**src/rtl/data_island_packet_serializer_if.sv**
```systemverilog
// Packet-selection <-> serializer bus: island timing, selected packet, pacing and serialized output.
interface data_island_packet_serializer_if;
  logic         data_island_period;
  logic         data_island_next;
  logic [23:0]  header;
  logic [223:0] sub;
  logic         packet_enable;
  logic [4:0]   packet_pixel_counter;
  logic [8:0]   packet_data;
  logic         packet_data_valid;

  // Selection stage / island timing side
  modport master (
    output data_island_period, data_island_next, header, sub,
    input  packet_enable, packet_pixel_counter, packet_data, packet_data_valid
  );

  // Serializer side
  modport slave (
    input  data_island_period, data_island_next, header, sub,
    output packet_enable, packet_pixel_counter, packet_data, packet_data_valid
  );
endinterface

```
**src/rtl/data_island_packet_serializer.sv**
```systemverilog
// HDMI data-island packet serializer: captures header + 4 subpackets at pixel 0,
// appends bit-serial BCH parity and emits 9 bits per pixel over 32 pixels.

// One subpacket lane: 56 data bits as 28 even/odd pairs, then 8 parity bits as 4 pairs.
module data_island_subpacket_lane #(
  parameter logic [7:0] ECC_POLY = 8'h83
) (
  input  logic        clk_i,
  input  logic        rst_i,
  input  logic        active_i,
  input  logic [4:0]  k_i,
  input  logic [55:0] sub_i,
  output logic        e_o,
  output logic        o_o
);
  logic [55:0] shd_q, shd_d, cur;
  logic [7:0]  par_q, par_d, p_base, p_mid;
  logic [5:0]  idx;

  function automatic logic [7:0] bch_step(input logic [7:0] p, input logic d);
    return (p >> 1) ^ ((p[0] ^ d) ? ECC_POLY : 8'h00);
  endfunction

  // Pick live port at pixel 0, shadow afterwards; two parity updates per data pixel
  always_comb begin
    cur    = (k_i == 5'd0) ? sub_i : shd_q;
    shd_d  = (active_i && k_i == 5'd0) ? sub_i : shd_q;
    p_base = (k_i == 5'd0) ? 8'h00 : par_q;
    idx    = {k_i, 1'b0};
    par_d  = par_q;
    p_mid  = 8'h00;
    if (k_i < 5'd28) begin
      e_o   = cur[idx];
      o_o   = cur[idx + 6'd1];
      p_mid = bch_step(p_base, e_o);
      if (active_i) par_d = bch_step(p_mid, o_o);
    end else begin
      // 2k-56 has the same low three bits as 2k
      e_o = par_q[{k_i[1:0], 1'b0}];
      o_o = par_q[{k_i[1:0], 1'b1}];
    end
  end

  // Shadow and parity state
  always_ff @(posedge clk_i) begin
    if (rst_i) begin
      shd_q <= '0;
      par_q <= '0;
    end else begin
      shd_q <= shd_d;
      par_q <= par_d;
    end
  end
endmodule

module data_island_packet_serializer #(
  parameter logic [7:0] ECC_POLY = 8'h83
) (
  input  logic                          clk_pixel,
  input  logic                          reset,
  data_island_packet_serializer_if.slave dif
);
  localparam int NUM_LANES = 4;

  logic [4:0]           cnt_q, cnt_d;
  logic [23:0]          hdr_q, hdr_d, hdr_cur;
  logic [7:0]           hp_q, hp_d;
  logic [8:0]           pd_q, pd_d;
  logic                 vld_q;
  logic                 h;
  logic [NUM_LANES-1:0] e, o;

  function automatic logic [7:0] bch_step(input logic [7:0] p, input logic d);
    return (p >> 1) ^ ((p[0] ^ d) ? ECC_POLY : 8'h00);
  endfunction

  // Upstream selects the next packet one cycle before each packet start
  assign dif.packet_enable = dif.data_island_next &
                             (~dif.data_island_period | (cnt_q == 5'd31));
  assign dif.packet_pixel_counter = cnt_q;
  assign dif.packet_data          = pd_q;
  assign dif.packet_data_valid    = vld_q;

  genvar gi;
  generate
    for (gi = 0; gi < NUM_LANES; gi++) begin : g_lane
      data_island_subpacket_lane #(.ECC_POLY(ECC_POLY)) u_lane (
        .clk_i    (clk_pixel),
        .rst_i    (reset),
        .active_i (dif.data_island_period),
        .k_i      (cnt_q),
        .sub_i    (dif.sub[56*gi +: 56]),
        .e_o      (e[gi]),
        .o_o      (o[gi])
      );
    end
  endgenerate

  // Pixel counter: runs only inside an island, wraps every 32 pixels
  always_comb begin
    cnt_d = dif.data_island_period ? cnt_q + 5'd1 : 5'd0;
  end

  // Header lane: 24 data bits then 8 parity bits, one per pixel
  always_comb begin
    hdr_cur = (cnt_q == 5'd0) ? dif.header : hdr_q;
    hdr_d   = (dif.data_island_period && cnt_q == 5'd0) ? dif.header : hdr_q;
    hp_d    = hp_q;
    if (cnt_q < 5'd24) begin
      h = hdr_cur[cnt_q];
      if (dif.data_island_period)
        hp_d = bch_step((cnt_q == 5'd0) ? 8'h00 : hp_q, h);
    end else begin
      // k-24 has the same low three bits as k
      h = hp_q[cnt_q[2:0]];
    end
  end

  // Output word, forced to zero outside an island
  always_comb begin
    pd_d = dif.data_island_period ? {o, e, h} : 9'd0;
  end

  // Counter, header state and registered outputs
  always_ff @(posedge clk_pixel) begin
    if (reset) begin
      cnt_q <= '0;
      hdr_q <= '0;
      hp_q  <= '0;
      pd_q  <= '0;
      vld_q <= 1'b0;
    end else begin
      cnt_q <= cnt_d;
      hdr_q <= hdr_d;
      hp_q  <= hp_d;
      pd_q  <= pd_d;
      vld_q <= dif.data_island_period;
    end
  end
endmodule

```
**src/flat_wrapper.sv**
```systemverilog
// flat-port wrapper written by rule: the top's interface ports become plain ports
module data_island_packet_serializer_flat 
#(
  parameter logic [7:0] ECC_POLY = 8'h83
)
  (clk_pixel, reset, dif_data_island_period, dif_data_island_next, dif_header, dif_sub, dif_packet_enable, dif_packet_pixel_counter, dif_packet_data, dif_packet_data_valid);
  data_island_packet_serializer_if dif_i ();
  input  logic clk_pixel;
  input  logic reset;
  input wire logic [$bits(dif_i.data_island_period)-1:0] dif_data_island_period;
  input wire logic [$bits(dif_i.data_island_next)-1:0] dif_data_island_next;
  input wire logic [$bits(dif_i.header)-1:0] dif_header;
  input wire logic [$bits(dif_i.sub)-1:0] dif_sub;
  output wire logic [$bits(dif_i.packet_enable)-1:0] dif_packet_enable;
  output wire logic [$bits(dif_i.packet_pixel_counter)-1:0] dif_packet_pixel_counter;
  output wire logic [$bits(dif_i.packet_data)-1:0] dif_packet_data;
  output wire logic [$bits(dif_i.packet_data_valid)-1:0] dif_packet_data_valid;
  assign dif_i.data_island_period = dif_data_island_period;
  assign dif_i.data_island_next = dif_data_island_next;
  assign dif_i.header = dif_header;
  assign dif_i.sub = dif_sub;
  assign dif_packet_enable = dif_i.packet_enable;
  assign dif_packet_pixel_counter = dif_i.packet_pixel_counter;
  assign dif_packet_data = dif_i.packet_data;
  assign dif_packet_data_valid = dif_i.packet_data_valid;
  data_island_packet_serializer #(.ECC_POLY(ECC_POLY)) u_core (.clk_pixel(clk_pixel), .reset(reset), .dif(dif_i));
endmodule
```
**config.mk**
```make
export PLATFORM = sky130hd
export DESIGN_NAME = data_island_packet_serializer_flat
export DESIGN_NICKNAME = d
export VERILOG_FILES = /design/src/rtl/data_island_packet_serializer_if.sv /design/src/rtl/data_island_packet_serializer.sv /design/src/flat_wrapper.sv
export SDC_FILE = /design/constraint.sdc
export NUM_CORES = 1
export LEC_CHECK = 0
export ABC_AREA = 1
export CAP_MARGIN = 10
export CORE_ASPECT_RATIO = 0.75
export CORE_MARGIN = 2
export CORE_UTILIZATION = 49
export CTS_CLUSTER_SIZE = 20
export DETAILED_ROUTE_END_ITERATION = 7
export HOLD_SLACK_MARGIN = 0.06
export PLACE_DENSITY_LB_ADDON = 0.08
export SKIP_LAST_GASP = 1
export SYNTH_ARGS = -nofsm -noshare
export SYNTH_HDL_FRONTEND = slang
export SYNTH_SLANG_ARGS = --single-unit
```
**constraint.sdc**
```tcl
create_clock -name clk_pixel -period 2.8 [get_ports clk_pixel]
set_input_delay 0.56 -clock clk_pixel [delete_from_list [all_inputs] [get_ports clk_pixel]]
set_output_delay 0.56 -clock clk_pixel [all_outputs]
set_load 0.01 [all_outputs]
```
# After elaboration in Yosys (flattened, before gate mapping)
# Cells that the tools add are included.
# classes
n_reduce_logical	5
shift	0
add_sub_neg	2
eq_ne	1
mux	64
n_lt_le_gt_ge	8
multipliers	0
bitwise	21
div_mod_pow	0
# ops
op	n
56-bit 2-to-1 mux	4
8-bit 2-to-1 mux	14
7-bit by 8-bit bitwise XOR with 8-bit output	9
1-bit 2-to-1 mux	27
1-bit binary-select mux with 5-bit select	5
1-bit binary-select mux with 6-bit select	4
24-bit 2-to-1 mux	1
1-bit binary-select mux with 2-bit select	8
6-bit by 7-bit less-than comparator with 1-bit output (second input constant)	2
3-bit by 4-bit less-than comparator with 1-bit output (second input constant)	3
5-bit less-than comparator (second input constant)	2
1-bit bitwise XOR	9
6-bit by 1-bit adder with 6-bit output (second input constant)	1
5-bit by 6-bit less-than comparator with 1-bit output (second input constant)	1
5-bit by 1-bit adder with 5-bit output (second input constant)	1
5-bit equality test (second input constant)	1
5-bit zero test	1
2-bit AND reduction	2
1-bit binary-select mux with 3-bit select	1
2-bit OR reduction	1
1-bit bitwise AND	1
1-bit logical AND	1
1-bit inverter	1
1-bit OR	1
# totals
out_inout_bits	16
ramBits	0
mem_bits_ro	0
inputBits	252
latchBits	0
word_cells	114
mem_count	0
ff_bits	303

# Logic depth before layout (Yosys ltp)
# depth
word_depth	10
mapped_depth	28
mapped_depth_nobuf	22

# By module
# From an unflattened synthesis, not the netlist that was laid out.
# hier_totals
cells_unflattened	2487
hier_area_um2	15932.8
# modules_own_cells
module	cells_each	instances	area_per_inst_um2	seq_area_each_um2
data_island_subpacket_lane	532	4	3380.7	1281.2
data_island_packet_serializer	359	1	2409.8	940.9

# Least setup slack after synthesis
# Ideal clock, no wire load.
# synth_path
kind	flip-flop to flip-flop
startpoint	register u_core.cnt_q[0] (netlist: u_core.dif.packet_pixel_counter[0])
endpoint	register u_core.g_lane[3].u_lane.par_q[1]
arrival_time_ns	2.942
path_buffers	7
period_less_slack_ns	3.052
setup_slack_ns	-0.252
path_stages_with_launch	27
setup_ns	0.110
path_cell_list	dfxtp_1 > inv_1 > buf_2 > buf_2 > buf_2 > buf_1 > ha_1 > inv_1 > nor2_8 > buf_6 > buf_8 > buf_6 > nand3_1 > nand3_1 > nand3_1 > nand3_1 > nand2_1 > nand2_1 > nand2_1 > nand2_1 > nand2_1 > nand2_1 > nand3_1 > nand3_1 > nand2_1 > inv_1 > nor2_1
# synth_via
elab_chain_cells	10
# synth_lines
element	line_no	text
start: declaration	data_island_packet_serializer.sv:65	logic [4:0] cnt_q, cnt_d;
start signal: assignment	data_island_packet_serializer.sv:133	cnt_q <= cnt_d;
branches (longest 10 deep; another with 6-bit by 1-bit adder with 6-bit output)	-	
end signal: assignment	data_island_packet_serializer.sv:51	par_q <= par_d;
end: declaration	data_island_packet_serializer.sv:17	logic [7:0] par_q, par_d, p_base, p_mid;
# Several ways; the timed one is not identified. The select of a mux whose other input is x is not followed.
# A chain may end at the register's enable or synchronous reset.

# Worst setup path after layout
# layout_path
startpoint	register u_core.cnt_q[0] (netlist: u_core.dif.packet_pixel_counter[0])
endpoint	output dif_packet_enable
# layout_via
elab_chain_cells	3
# layout_lines
element	line_no	text
5-bit equality test	data_island_packet_serializer.sv:79	(~dif.data_island_period | (cnt_q == 5'd31));
1-bit OR	data_island_packet_serializer.sv:79	
1-bit bitwise AND	data_island_packet_serializer.sv:78	assign dif.packet_enable = dif.data_island_next &
end: declaration	flat_wrapper.sv:14	output wire logic [$bits(dif_i.packet_enable)-1:0] dif_packet_enable;
# Every way passes these cells.

==> run_results.csv <==
group,metric,value,unit
status,status,"finished clean",
setup_path,crit_type,"flop to output port",
power,p_per_area,547,nW/um^2
routing,wl_met3,6990,microns
floorplan,num_rows,58,
sta,finalHoldViolations,0,
min_path,min_to,"u_core.g_lane[1].u_lane.shd_q[39]$_SDFFE_PP0P_",
grt,grtUsageTotal,33.9,%
setup_path,cp_common_cell,"ha_1",
routing,first_pass_iters,6,
synth,synth_area_leader_cell,"dfxtp_1",
clock_tree,clk_pin_slew_worst_paths,0.05,ns
setup_path,reg2reg_to,"u_core.g_lane[3].u_lane.par_q[1]$_SDFFE_PP0P_",
power,leakagePower,8.82,nW
sta,slew_violations,0,
sta,worst_pin_slew,0.943,ns
routing,drt-initial-drc-count,3005,
floorplan,ios,268,
routing,avgRoutedWirePerCell,19.7,microns
floorplan,core,33700,sq um
synth,syn_area_per_cell,6.37,sq um
clock_tree,cts_hold_buf,0,
setup_path,r2r_setup_slack,0.08,ns
floorplan,die_h,165,microns
placement,place_congestion,0.852,
setup_path,r2r-start,"u_core.dif.packet_pixel_counter[0]$_SDFF_PP0_",
setup_path,worstRegToRegCells,23,
min_path,hp-class,"primary input to flop",
min_path,hold_start,"dif_data_island_period",
synth,synthesis.area,16900,sq um
synth,yosys_warnings,0,
routing,viasPerCell,5.95,
cells_and_area,finish.instance_area,21600,sq um
setup_path,arrival,2.18,ns
floorplan,start_util,50.1,%
flow_run,cap_violations,0,
synth,synth_top_area_share,35.9,%
sta,rsz0062_at_grt,"true",
routing,antenna_left,0,
setup_path,start_kind,"flop",
clock_tree,cts_tree,"built",
synth,netlist_top_cells_area,"dfxtp_1 (36%), nand3_1 (20%), nand2_1 (17%), a21oi_1 (9.3%), inv_1 (2.9%)",
power,vdd_drop_max,0.000469,V
synth,synth_seq_cells,303,
floorplan,die_width,219,microns
sta,fmax,365,MHz
setup_path,end_kind,"output port",
setup_path,critical_path.cell_chain,"buf_12 > buf_16 > ha_1 > nand2_1 > nor2_1 > ha_1 > o21a_1 > dlygate4sd2_1",
setup_path,slowest_delay,0.36,ns
routing,drt-total-wl,64900,microns
placement,dp.cells,3203,
cells_and_area,final_layout_size_suffix_gt1_share,7.64,%
synth,synth_cell_types,31,
clock_tree,cts_made_buffers,35,
routing,vias,19600,
grt,grt_max_degree,159,
routing,met2_length,28200,microns
grt,grt_antenna_before_repair,4,
clock_tree,htree_levels,2,
sta,setup_viol,0,
synth,synth_top_cells_by_count,"nand2_1 (744), nand3_1 (683), a21oi_1 (314)",
routing,highest-signal-layer,"met4",
synth,synth_nets,2910,
clock_tree,clock-root-buffer,"clkbuf_16",
setup_path,required,2.24,ns
cells_and_area,layout.cells.non_filler,3295,
placement,port-buffer-count,267,
synth,synth_top_flop_cell,"dfxtp_1",
setup_path,crit_fanout,12,
floorplan,die_area,36000,sq um
grt,grt_pass1_vias,17300,
sta,relSlewSlack,37.0,%
routing,drc,0,
min_path,hold_depth,3,
cells_and_area,syn_to_final_growth,27.8,%
grt,grt_pass1_wl,96800,microns
sta,min_period,2.74,ns
sta,finalSetupTns,0,ns
setup_path,cp_slowest_cell,"dfxtp_4",
cells_and_area,fin_nets,3073,
clock_tree,cts.sinks,303,
clock_tree,clockBufferDepth,3,
clock_tree,clock_latency,0.54,ns
grt,grt_overflow,0,
sta,clock_skew,0.0146,ns
routing,drt-met1-wl,27400,microns
placement,dp_hpwl,38000,microns
synth,synth_edf_count,0,
placement,placed_area,19700,sq um
synth,synth_async_sr_flop_share,0,%
synth,synthCells,2655,
sta,fin_crit_sh,97.8,%
synth,ys_seq_area_share,35.9,%
synth,synth_most_common_cell,"nand2_1",
[what timing repair did]
action                     4_1_cts  5_1_grt
gates resized for setup          3       62
cloned                           5        8
buffers inserted                 4       11
setup endpoints to repair        1       14
pin swaps                        0       29
[layout by cell type (no fill, tap or decap), types with 6 or more instances in the layout]
| cell | instances |
|---|---|
| nand3_2 | 12 |
| clkbuf_1 | 8 |
| nand4_1 | 11 |
| buf_12 | 21 |
| clkbuf_8 | 11 |
| a21oi_1 | 313 |
| o211ai_1 | 22 |
| buf_16 | 6 |
| nand3b_1 | 14 |
| clkbuf_16 | 43 |
| o21ai_0 | 88 |
| o21ai_1 | 7 |
| nand2_2 | 29 |
| clkdlybuf4s50_1 | 264 |
| dfxtp_1 | 300 |
| inv_1 | 128 |
| nor2_1 | 61 |
| a211oi_1 | 8 |
| nand2_1 | 716 |
| nand3_1 | 675 |
| buf_4 | 53 |
[layout make-up]
type	count	area (sq um)
well taps	450	563
clock inverters	6	33.8
inverters	136	539
diodes	3	7.51
flip-flops and latches	303	6070
fillers	3092	12100
repair buffers	362	4020
repair inverters	1	11.3
clock buffers	55	1090
multi-input cells	1979	9270
[power breakdown]
part	switching [W]	total [W]	internal, W	leakage [nW]
logic	0.00146	0.00252	0.00106	5.77
clock network	0.00190	0.00457	0.00268	0.561
registers	0.000135	0.00473	0.00460	2.49
[metal layers]
metal,track usage (%),up-vias
met2,50.5,1144
met3,5.93,148
met5,0,-
met1,48.6,9114
li1,-,9203
met4,13.1,0
[state kept, by name, summed over array words and instances (netlist names)]
name and cells:
u_core.dif.packet_data 9, u_core.g_lane.u_lane.shd_q 224, u_core.dif.packet_data_valid 1, u_core.dif.packet_pixel_counter 5, u_core.g_lane.u_lane.par_q 32, u_core.hp_q 8
u_core.hdr_q 24
[worst max path at each step]
stage                                                  startpoint                                       endpoint  slack [ns]  depth (start not counted)
floorplan           u_core.dif.packet_pixel_counter[0]$_SDFF_PP0_  u_core.g_lane[0].u_lane.par_q[0]$_SDFFE_PP0P_       0.001                         25
global placement    u_core.dif.packet_pixel_counter[0]$_SDFF_PP0_  u_core.g_lane[1].u_lane.par_q[1]$_SDFFE_PP0P_        0.13                         16
detailed placement  u_core.dif.packet_pixel_counter[0]$_SDFF_PP0_  u_core.g_lane[1].u_lane.par_q[1]$_SDFFE_PP0P_        0.04                         16
CTS                 u_core.dif.packet_pixel_counter[1]$_SDFF_PP0_  u_core.g_lane[2].u_lane.par_q[1]$_SDFFE_PP0P_        0.06                         22
global route        u_core.dif.packet_pixel_counter[0]$_SDFF_PP0_  u_core.g_lane[1].u_lane.par_q[1]$_SDFFE_PP0P_       -0.05                         20
finish              u_core.dif.packet_pixel_counter[0]$_SDFF_PP0_                              dif_packet_enable        0.06                          8
[per-stage QoR]
stage | hold slack, ns | setup WS (ns) | utilization (%) | power, W
2_1_floorplan | 0.425 | 0.00104 | - | 0.00621
3_3_place_gp | 0.436 | 0.129 | 58.5 | 0.00704
3_5_place_dp | 0.441 | 0.0375 | 58.5 | 0.00708
4_1_cts | 0.344 | 0.0631 | 62.5 | 0.0117
5_1_grt | 0.357 | -0.0480 | 64.0 | 0.0123
6_report | 0.357 | 0.0615 | 64.0 | 0.0118
[worst max-delay path: cells and delay by family, from the launching register on]
kind / cells / cell delay (ns)
buffers and inverters: 3 / 0.56
adder cells (fa/ha/maj): 2 / 0.42
flip-flops: 1 / 0.36
AO/OA/AOI/OAI: 1 / 0.18
AND/OR/NAND/NOR: 2 / 0.12
[logic make-up after synthesis]
group	Yosys count	synth area share (%)
and+or+nand+nor	1534	40.2
adders and majority gates	3	0.222
DFF	303	35.9
buffers and inverters	373	10.2
AOI/OAI and AO/OA	442	13.6
Note: power is estimated with default switching activity, not from simulation.
